`src/rtl/alu_pkg.sv`:
```
// Shared definitions for the ALU arbiter: operation codes and FSM state.
package alu_pkg;

  localparam int unsigned OP_W = 4;

  localparam logic [OP_W-1:0] ADD    = 4'd0;
  localparam logic [OP_W-1:0] SUB    = 4'd1;
  localparam logic [OP_W-1:0] NOT    = 4'd2;
  localparam logic [OP_W-1:0] AND    = 4'd3;
  localparam logic [OP_W-1:0] OR     = 4'd4;
  localparam logic [OP_W-1:0] XOR    = 4'd5;
  localparam logic [OP_W-1:0] SRA    = 4'd6;
  localparam logic [OP_W-1:0] SRL    = 4'd7;
  localparam logic [OP_W-1:0] SLA    = 4'd8;
  localparam logic [OP_W-1:0] SLL    = 4'd9;
  localparam logic [OP_W-1:0] OP_MAX = 4'd9;

  typedef enum logic [1:0] {
    ST_IDLE = 2'd0,
    ST_EXEC = 2'd1,
    ST_RESP = 2'd2
  } state_e;

  // Codes above OP_MAX have no ALU function behind them.
  function automatic logic op_illegal(input logic [OP_W-1:0] op);
    return op > OP_MAX;
  endfunction

endpackage

```
`src/rtl/rr_arbiter2.sv`:
```
// Two-requester round-robin arbiter; pointer moves past the requester that completed.
module rr_arbiter2 (
  input  logic       clk,
  input  logic       rst_n,
  input  logic [1:0] req,
  input  logic       done,
  input  logic       done_idx,
  output logic       gnt_idx_c,
  output logic       gnt_any_c
);

  logic ptr_q;
  logic ptr_d;

  // Pointer update: after a completion the other requester is favoured.
  always_comb begin
    ptr_d = ptr_q;
    if (done) begin
      ptr_d = ~done_idx;
    end
  end

  // Winner selection: the pointer only matters when both request.
  always_comb begin
    gnt_any_c = |req;
    gnt_idx_c = 1'b0;
    case (req)
      2'b01:   gnt_idx_c = 1'b0;
      2'b10:   gnt_idx_c = 1'b1;
      2'b11:   gnt_idx_c = ptr_q;
      default: gnt_idx_c = 1'b0;
    endcase
  end

  // Pointer register, reset favours requester 0.
  always_ff @(posedge clk) begin
    if (!rst_n) begin
      ptr_q <= 1'b0;
    end else begin
      ptr_q <= ptr_d;
    end
  end

endmodule

```
`src/rtl/alu_arbiter.sv`:
```
// Shares one external combinational ALU between two requesters, one operation at a time.
module alu_arbiter
  import alu_pkg::*;
#(
  parameter int unsigned N = 4
) (
  input  logic            clk,
  input  logic            rst_n,
  input  logic [1:0]      req_valid,
  output logic [1:0]      req_ready,
  input  logic [OP_W-1:0] req0_op,
  input  logic [N-1:0]    req0_a,
  input  logic [N-1:0]    req0_b,
  input  logic [OP_W-1:0] req1_op,
  input  logic [N-1:0]    req1_a,
  input  logic [N-1:0]    req1_b,
  output logic [N-1:0]    alu_a,
  output logic [N-1:0]    alu_b,
  output logic [OP_W-1:0] alu_sel,
  input  logic [N-1:0]    alu_result,
  output logic [1:0]      rsp_valid,
  input  logic [1:0]      rsp_ready,
  output logic [N-1:0]    rsp_data,
  output logic            rsp_zero,
  output logic            rsp_neg,
  output logic            rsp_err
);

  state_e          state_q, state_d;
  logic            gnt_q, gnt_d;
  logic [N-1:0]    alu_a_q, alu_a_d;
  logic [N-1:0]    alu_b_q, alu_b_d;
  logic [OP_W-1:0] alu_sel_q, alu_sel_d;
  logic [1:0]      rsp_valid_q, rsp_valid_d;
  logic [N-1:0]    rsp_data_q, rsp_data_d;
  logic            rsp_zero_q, rsp_zero_d;
  logic            rsp_neg_q, rsp_neg_d;
  logic            rsp_err_q, rsp_err_d;
  logic            done_c;
  logic            gnt_idx_c;
  logic            gnt_any_c;

  rr_arbiter2 u_rr (
    .clk       (clk),
    .rst_n     (rst_n),
    .req       (req_valid),
    .done      (done_c),
    .done_idx  (gnt_q),
    .gnt_idx_c (gnt_idx_c),
    .gnt_any_c (gnt_any_c)
  );

  // Next-state and datapath: accept in IDLE, capture in EXEC, hold until consumed in RESP.
  always_comb begin
    state_d     = state_q;
    gnt_d       = gnt_q;
    alu_a_d     = alu_a_q;
    alu_b_d     = alu_b_q;
    alu_sel_d   = alu_sel_q;
    rsp_valid_d = rsp_valid_q;
    rsp_data_d  = rsp_data_q;
    rsp_zero_d  = rsp_zero_q;
    rsp_neg_d   = rsp_neg_q;
    rsp_err_d   = rsp_err_q;
    req_ready   = 2'b00;
    done_c      = 1'b0;

    case (state_q)
      ST_IDLE: begin
        if (gnt_any_c) begin
          req_ready[gnt_idx_c] = 1'b1;
          gnt_d     = gnt_idx_c;
          alu_sel_d = gnt_idx_c ? req1_op : req0_op;
          alu_a_d   = gnt_idx_c ? req1_a  : req0_a;
          alu_b_d   = gnt_idx_c ? req1_b  : req0_b;
          state_d   = ST_EXEC;
        end
      end
      ST_EXEC: begin
        // Illegal codes get a fixed error response; the ALU output is not used.
        if (op_illegal(alu_sel_q)) begin
          rsp_data_d = '0;
          rsp_zero_d = 1'b1;
          rsp_neg_d  = 1'b0;
          rsp_err_d  = 1'b1;
        end else begin
          rsp_data_d = alu_result;
          rsp_zero_d = (alu_result == '0);
          rsp_neg_d  = alu_result[N-1];
          rsp_err_d  = 1'b0;
        end
        rsp_valid_d        = 2'b00;
        rsp_valid_d[gnt_q] = 1'b1;
        state_d            = ST_RESP;
      end
      ST_RESP: begin
        if (rsp_ready[gnt_q]) begin
          rsp_valid_d = 2'b00;
          done_c      = 1'b1;
          state_d     = ST_IDLE;
        end
      end
      default: begin
        state_d = ST_IDLE;
      end
    endcase
  end

  // State and output registers with synchronous reset.
  always_ff @(posedge clk) begin
    if (!rst_n) begin
      state_q     <= ST_IDLE;
      gnt_q       <= 1'b0;
      alu_a_q     <= '0;
      alu_b_q     <= '0;
      alu_sel_q   <= '0;
      rsp_valid_q <= 2'b00;
      rsp_data_q  <= '0;
      rsp_zero_q  <= 1'b0;
      rsp_neg_q   <= 1'b0;
      rsp_err_q   <= 1'b0;
    end else begin
      state_q     <= state_d;
      gnt_q       <= gnt_d;
      alu_a_q     <= alu_a_d;
      alu_b_q     <= alu_b_d;
      alu_sel_q   <= alu_sel_d;
      rsp_valid_q <= rsp_valid_d;
      rsp_data_q  <= rsp_data_d;
      rsp_zero_q  <= rsp_zero_d;
      rsp_neg_q   <= rsp_neg_d;
      rsp_err_q   <= rsp_err_d;
    end
  end

  assign alu_a     = alu_a_q;
  assign alu_b     = alu_b_q;
  assign alu_sel   = alu_sel_q;
  assign rsp_valid = rsp_valid_q;
  assign rsp_data  = rsp_data_q;
  assign rsp_zero  = rsp_zero_q;
  assign rsp_neg   = rsp_neg_q;
  assign rsp_err   = rsp_err_q;

endmodule

```
`config.mk`:
```
export PLATFORM = sky130hd
export DESIGN_NAME = alu_arbiter
export DESIGN_NICKNAME = d
export VERILOG_FILES = /design/src/rtl/alu_pkg.sv /design/src/rtl/rr_arbiter2.sv /design/src/rtl/alu_arbiter.sv
export SDC_FILE = /design/constraint.sdc
export NUM_CORES = 1
export LEC_CHECK = 0
export ABC_AREA = 1
export CAP_MARGIN = 20
export CORE_ASPECT_RATIO = 1.25
export CORE_MARGIN = 10
export CORE_UTILIZATION = 35
export CTS_BUF_LIST = sky130_fd_sc_hd__clkbuf_2
export DETAILED_ROUTE_END_ITERATION = 16
export PLACE_DENSITY = 0.72
export SETUP_SLACK_MARGIN = 0.1
export SYNTH_ARGS = -nofsm -noshare
export SYNTH_HDL_FRONTEND = slang
export SYNTH_HIERARCHICAL = 1
export SYNTH_SLANG_ARGS = --single-unit
```
`constraint.sdc`:
```
create_clock -name clk -period 1.6 [get_ports clk]
set_clock_uncertainty 0.1 [all_clocks]
set_input_delay 0.32 -clock clk [delete_from_list [all_inputs] [get_ports clk]]
set_output_delay 0.32 -clock clk [all_outputs]
set_load 0.01 [all_outputs]
```
==> flow_summary.ini, run 1 <==
[sta]
fin_crit_ps = 1600
hold_viol_final = 0
final_max_slew_viol_count = 0
worst_slack_ps = -2.65
period_share = 1.00
setup_violations = 1
worst_hold_slack_ps = 371
tightest_slew_ps = 649
grt_setup_unrepaired = true
fmax_mhz = 624
max_slew_margin = 0.567

[synth]
syn_nets = 202
yosysWarnings = 6
synth_cells = 168
synth-seq-cells = 24
ys_seq_area_frac = 0.441
netlist_area_mm2 = 0.00109
postSynthAreaPerCell_um2 = 6.49
yosysUniqueCellTypes = 13

[power_and_ir_drop]
p_total_mw = 1.30
p_leak_nw = 0.872
combPwrFrac = 0.311
intPower_uw = 913
powerDensity_mw_per_mm2 = 739
sequentialPowerShare = 0.521
pwr-share-clk = 0.168
p_sw_frac = 0.299
ir_drop_mv = 0.354
switchingPower_uw = 390

[worst_setup_path]
critPathKind = flip-flop to primary output
critPathLaunch = u_rr/ptr_q
crit_fanout = 2
cp.arrival_ps = 1180
timing.rr.start = u_rr/ptr_q
required_ps = 1180
crit_path_start_kind = flip-flop
end_kind = primary output

[clock_tree]
cts_tree = done
root_buffer = clkbuf_2
clk_pin_slew_ps = 210
clock_latency_ps = 320
ctsLongestPathBuffers = 2
cts_made_buffers = 3
htreeDepth = 1
cts_sinks = 24
hold_buffers = 0

[die]
start_util = 0.367
die_area_mm2 = 0.00576
io_pins = 57
core_mm2 = 0.00297
rows = 22
chipHeight_um = 82.4
die_x_um = 69.9

[cells_and_area]
antenna_cells = 0
nFillCells = 307
drive_gt1_frac = 0.190
post-route-util = 0.593
area_delta_synth_final_pct = 61.8
nets = 267

[route]
vias_per_cell = 4.37
vias = 1168
first_iter_violations = 39
drc = 0
drt-total-wl_um = 3080
antenna_left = 0
wl_per_cell_um = 11.5
drtPass1Iterations = 4

[grt]
grtUsageTotal = 0.111
antenna_found_initial = 0
grt_pass1_wl_um = 5320
grt_pass1_vias = 1171
grt_max_degree = 21
grt_overflow_total = 0

[status]
outcome = complete, but fails checks
failed_checks = setup timing

[place]
io_buffer_count = 56
place_congestion = 0.685
dp_hpwl_um = 2410

[job]
maxCapViolCount = 0

[min_path]
hp-class = flip-flop to flip-flop
hold_start = rsp_valid[0]
-- final cells by class --
class	instances	area, um2	share of cell area
Tap cell	36	45.0	0.0256
Multi-Input combinational cell	124	537	0.304
Timing Repair Buffer	67	616	0.349
Clock buffer	3	15.0	0.00852
Sequential cell	24	502	0.285
Inverter	13	48.8	0.0277
-- cell usage in the layout (no fill, tap or decap), drive strengths merged --
cell type      synthesis  layout
a21oi                 20      20
buf                    5      13
clkbuf                 2       3
clkdlybuf4s15          0       1
clkdlybuf4s50          0      31
dfxtp                 24      24
dlygate4sd2            0      22
inv                   13      13
nand2                 81      81
nand3                  9       9
nor2                  13      13
o21ai                  1       1
-- cells by family (layout without fill, tap and decap cells) --
| group | after synthesis | count (layout) | synth area share |
|---|---|---|---|
| AO/OA/AOI/OAI | 21 | 21 | 0.0964 |
| buffers and inverters | 20 | 83 | 0.0838 |
| flip-flops | 24 | 24 | 0.441 |
| AND/OR/NAND/NOR | 103 | 103 | 0.379 |
-- cells in the mapped netlist --
library cell,instances,area share
inv_2,3,0.010
nor2_2,1,0.0057
buf_2,1,0.0046
nand3_4,1,0.016
nand2_1,81,0.28
inv_1,10,0.034
o21ai_0,1,0.0046
clkbuf_1,2,0.0069
buf_4,4,0.028
nor2_1,12,0.041
dfxtp_1,24,0.44
nand3_1,8,0.037
a21oi_1,20,0.092
-- worst paths after layout --
kind         slack (ps)           end  cells after the start
max                  -3  req_ready[0]                      5
min                 370  rsp_valid[0]                      2
max reg2reg         240    alu_sel[1]                      9
min reg2reg         370  rsp_valid[0]                      2
-- flip-flops by register name (all words and copies together), names as in the netlist --
signal and flops:
gnt_q 1, rsp_neg 1, state_q 2, alu_a 4
u_rr/ptr_q 1, alu_sel 4, rsp_valid 2, rsp_err 1
rsp_zero 1, rsp_data 3, alu_b 4
-- timing repair --
item,CTS,global route
endpoints found under the setup margin,23,13
resized for setup,51,7
pin swaps,6,1
setup buffers,4,1
-- routing by layer --
metal | global-route usage | wire (um) | vias to the layer above | share of wire
li1 | - | - | 643 | -
met1 | 0.117 | 1230 | 489 | 0.40
met2 | 0.189 | 1500 | 34 | 0.49
met3 | 0.0609 | 337 | 2 | 0.11
met4 | 0.0356 | 13 | 0 | 0.0042
met5 | 0 | 0 | - | 0
-- through the flow --
step | std cells | setup WS [ps] | cell area, um2 | TNS, ps
global placement | 259 | -581 | 1700 | -3250
CTS | 266 | -16.2 | 1740 | -22.3
finish | 267 | -2.65 | 1760 | -2.65
global route | 267 | -123 | 1760 | -244
detailed placement | 259 | -575 | 1700 | -3610
floorplan | 168 | 137 | 1090 | 0
-- critical path: stages, from the launching register on --
cell     delay (ps)
dfxtp_2         380
nor2_2          100
nor2_2           50
buf_4           140
nor2_4           90
buf_6           110
-- power groups by stage --
stage               sequential (mW)  combinational, mW  clock [mW]
floorplan                     0.706              0.173           0
CTS                           0.678              0.403       0.238
finish                        0.679              0.405       0.219
global placement              0.688              0.408           0
detailed placement            0.689              0.411           0
global route                  0.688              0.455       0.271
(Power assumes the default switching activity.)
==> run 2: changes to the inputs <==
--- a/config.mk
+++ b/config.mk
@@ -10,7 +10,6 @@
 export CORE_ASPECT_RATIO = 1.25
 export CORE_MARGIN = 10
 export CORE_UTILIZATION = 35
-export CTS_BUF_LIST = sky130_fd_sc_hd__clkbuf_2
 export DETAILED_ROUTE_END_ITERATION = 16
 export PLACE_DENSITY = 0.72
 export SETUP_SLACK_MARGIN = 0.1
==> flow_summary.ini, run 2 (synthesis results as in run 1) <==
[worst_setup_path]
slowest_stage = dfxtp_2
end_kind = primary output
cp.arrival_ps = 1130
cp.depth = 5
cp_common_cell = nor2_2
critPathKind = flip-flop to primary output
cp_top_family = flip-flops
crit_path_start_kind = flip-flop
endpoint = req_ready[0]
critPathLaunch = u_rr/ptr_q
r2r_cells = 6
cp_cell_sequence = nor2_2 > nor2_2 > buf_4 > nor2_4 > buf_6
worstPathBufferInverterCount = 2
slowest_delay_ps = 350
required_ps = 1180
reg2reg_to = gnt_q
timing.rr.start = state_q[1]
crit_fanout = 2
r2r_setup_slack_ps = 290

[route]
antenna_left = 0
wl_per_cell_um = 11.5
first_iter_violations = 29
vias = 1166
vias_per_cell = 4.42
drt-total-wl_um = 3030
drc = 0
drtPass1Iterations = 4

[status]
outcome = completed

[cells_and_area]
nets = 264
final_common_cell = nand2_1
ff_latch_area_um2 = 483
multi_input_area_um2 = 533
antenna_cells = 0
drive_gt1_frac = 0.110
nFillCells = 318
final_cell_mix = nand2_1 (80), clkdlybuf4s50_1 (31), dlygate4sd2_1 (23)
area_delta_synth_final_pct = 57.9

[grt]
grtUsageTotal = 0.110
antenna_found_initial = 0
grt_pass1_wl_um = 5260
grt_pass1_vias = 1176
grt_max_degree = 21
grt_overflow_total = 0

[min_path]
hp-class = flip-flop to flip-flop

[clock_tree]
ctsLongestPathBuffers = 2
clk_pin_slew_ps = 120
cts_sinks = 24
clock_latency_ps = 300
hold_buffers = 0
htreeDepth = 1
cts_tree = done
cts_made_buffers = 3
root_buffer = clkbuf_4

[place]
io_buffer_count = 56
dp_hpwl_um = 2410
place_congestion = 0.685

[power_and_ir_drop]
powerDensity_mw_per_mm2 = 765
p_total_mw = 1.32
ir_drop_mv = 0.353
p_leak_nw = 0.854

[die]
die_area_mm2 = 0.00576
die_x_um = 69.9
start_util = 0.367
core_mm2 = 0.00297
chipHeight_um = 82.4
io_pins = 57
rows = 22

[sta]
final_max_slew_viol_count = 0
tightest_slew_ps = 622
setup_tns_ps = 0
setup_violations = 0
fin_crit_ps = 1550
max_slew_margin = 0.585
period_share = 0.970
fmax_mhz = 645
grt_setup_unrepaired = true
hold_viol_final = 0

[job]
maxCapViolCount = 0
run 2: changes by cell type in the layout (fill, tap and decap cells not counted), sizes merged:
cell           change
buf                -3
dlygate4sd2        +1
clkdlybuf4s15      -1
run 2: where the power goes:
part	leakage [nW]	internal [mW]	switching (mW)
sequential	0.198	0.647	0.0267
combinational	0.642	0.198	0.190
clock	0.0138	0.0877	0.167
total	0.854	0.933	0.384
run 2: cell type report:
class | count | area share
Tap cell | 36 | 0.0262
Clock buffer | 3 | 0.0131
Timing Repair Buffer | 64 | 0.342
Sequential cell | 24 | 0.281
Inverter | 13 | 0.0284
Multi-Input combinational cell | 124 | 0.310
run 2: stage by stage:
stage | cell area (um2) | utilization | instances | hold slack [ps] | setup WS, ps
global route | 1720 | 0.579 | 264 | 376 | -54.8
finish | 1720 | 0.579 | 264 | 363 | 48.8
CTS | 1720 | 0.579 | 264 | 368 | 39.8
floorplan | 1090 | - | 168 | 318 | 137
detailed placement | 1700 | 0.571 | 259 | 351 | -575
global placement | 1700 | 0.571 | 259 | 344 | -581
run 2: tightest hold or removal path: cells and delay by family, from the launching register on:
| kind | cells | cell delay [ps] |
|---|---|---|
| compound gates | 1 | 50 |
| flops | 1 | 330 |
| simple gates | 1 | 60 |
run 2: per-layer routing:
| layer | track usage | part of all wire | wire, um | vias up |
|---|---|---|---|---|
| met5 | 0 | 0 | 0 | - |
| li1 | - | - | - | 641 |
| met1 | 0.113 | 0.40 | 1200 | 489 |
| met2 | 0.189 | 0.49 | 1470 | 34 |
| met4 | 0.0356 | 0.0063 | 19 | 0 |
| met3 | 0.0609 | 0.11 | 337 | 2 |
run 2: what timing repair did:
action,in CTS,in global routing
setup endpoints to repair,23,2
resized for setup,40,0
setup buffers,2,0
pin swaps,6,2
run 2: how the worst min path moves through the flow:
stage	cells past startpoint	slack, ps	start	end
floorplan	2	320	rst_n	rsp_zero
global placement	2	340	rsp_valid[0]	rsp_valid[0]
detailed placement	2	350	rsp_valid[0]	rsp_valid[0]
CTS	2	370	rsp_valid[0]	rsp_valid[0]
global route	2	380	rsp_valid[0]	rsp_valid[0]
finish	2	360	rsp_valid[0]	rsp_valid[0]
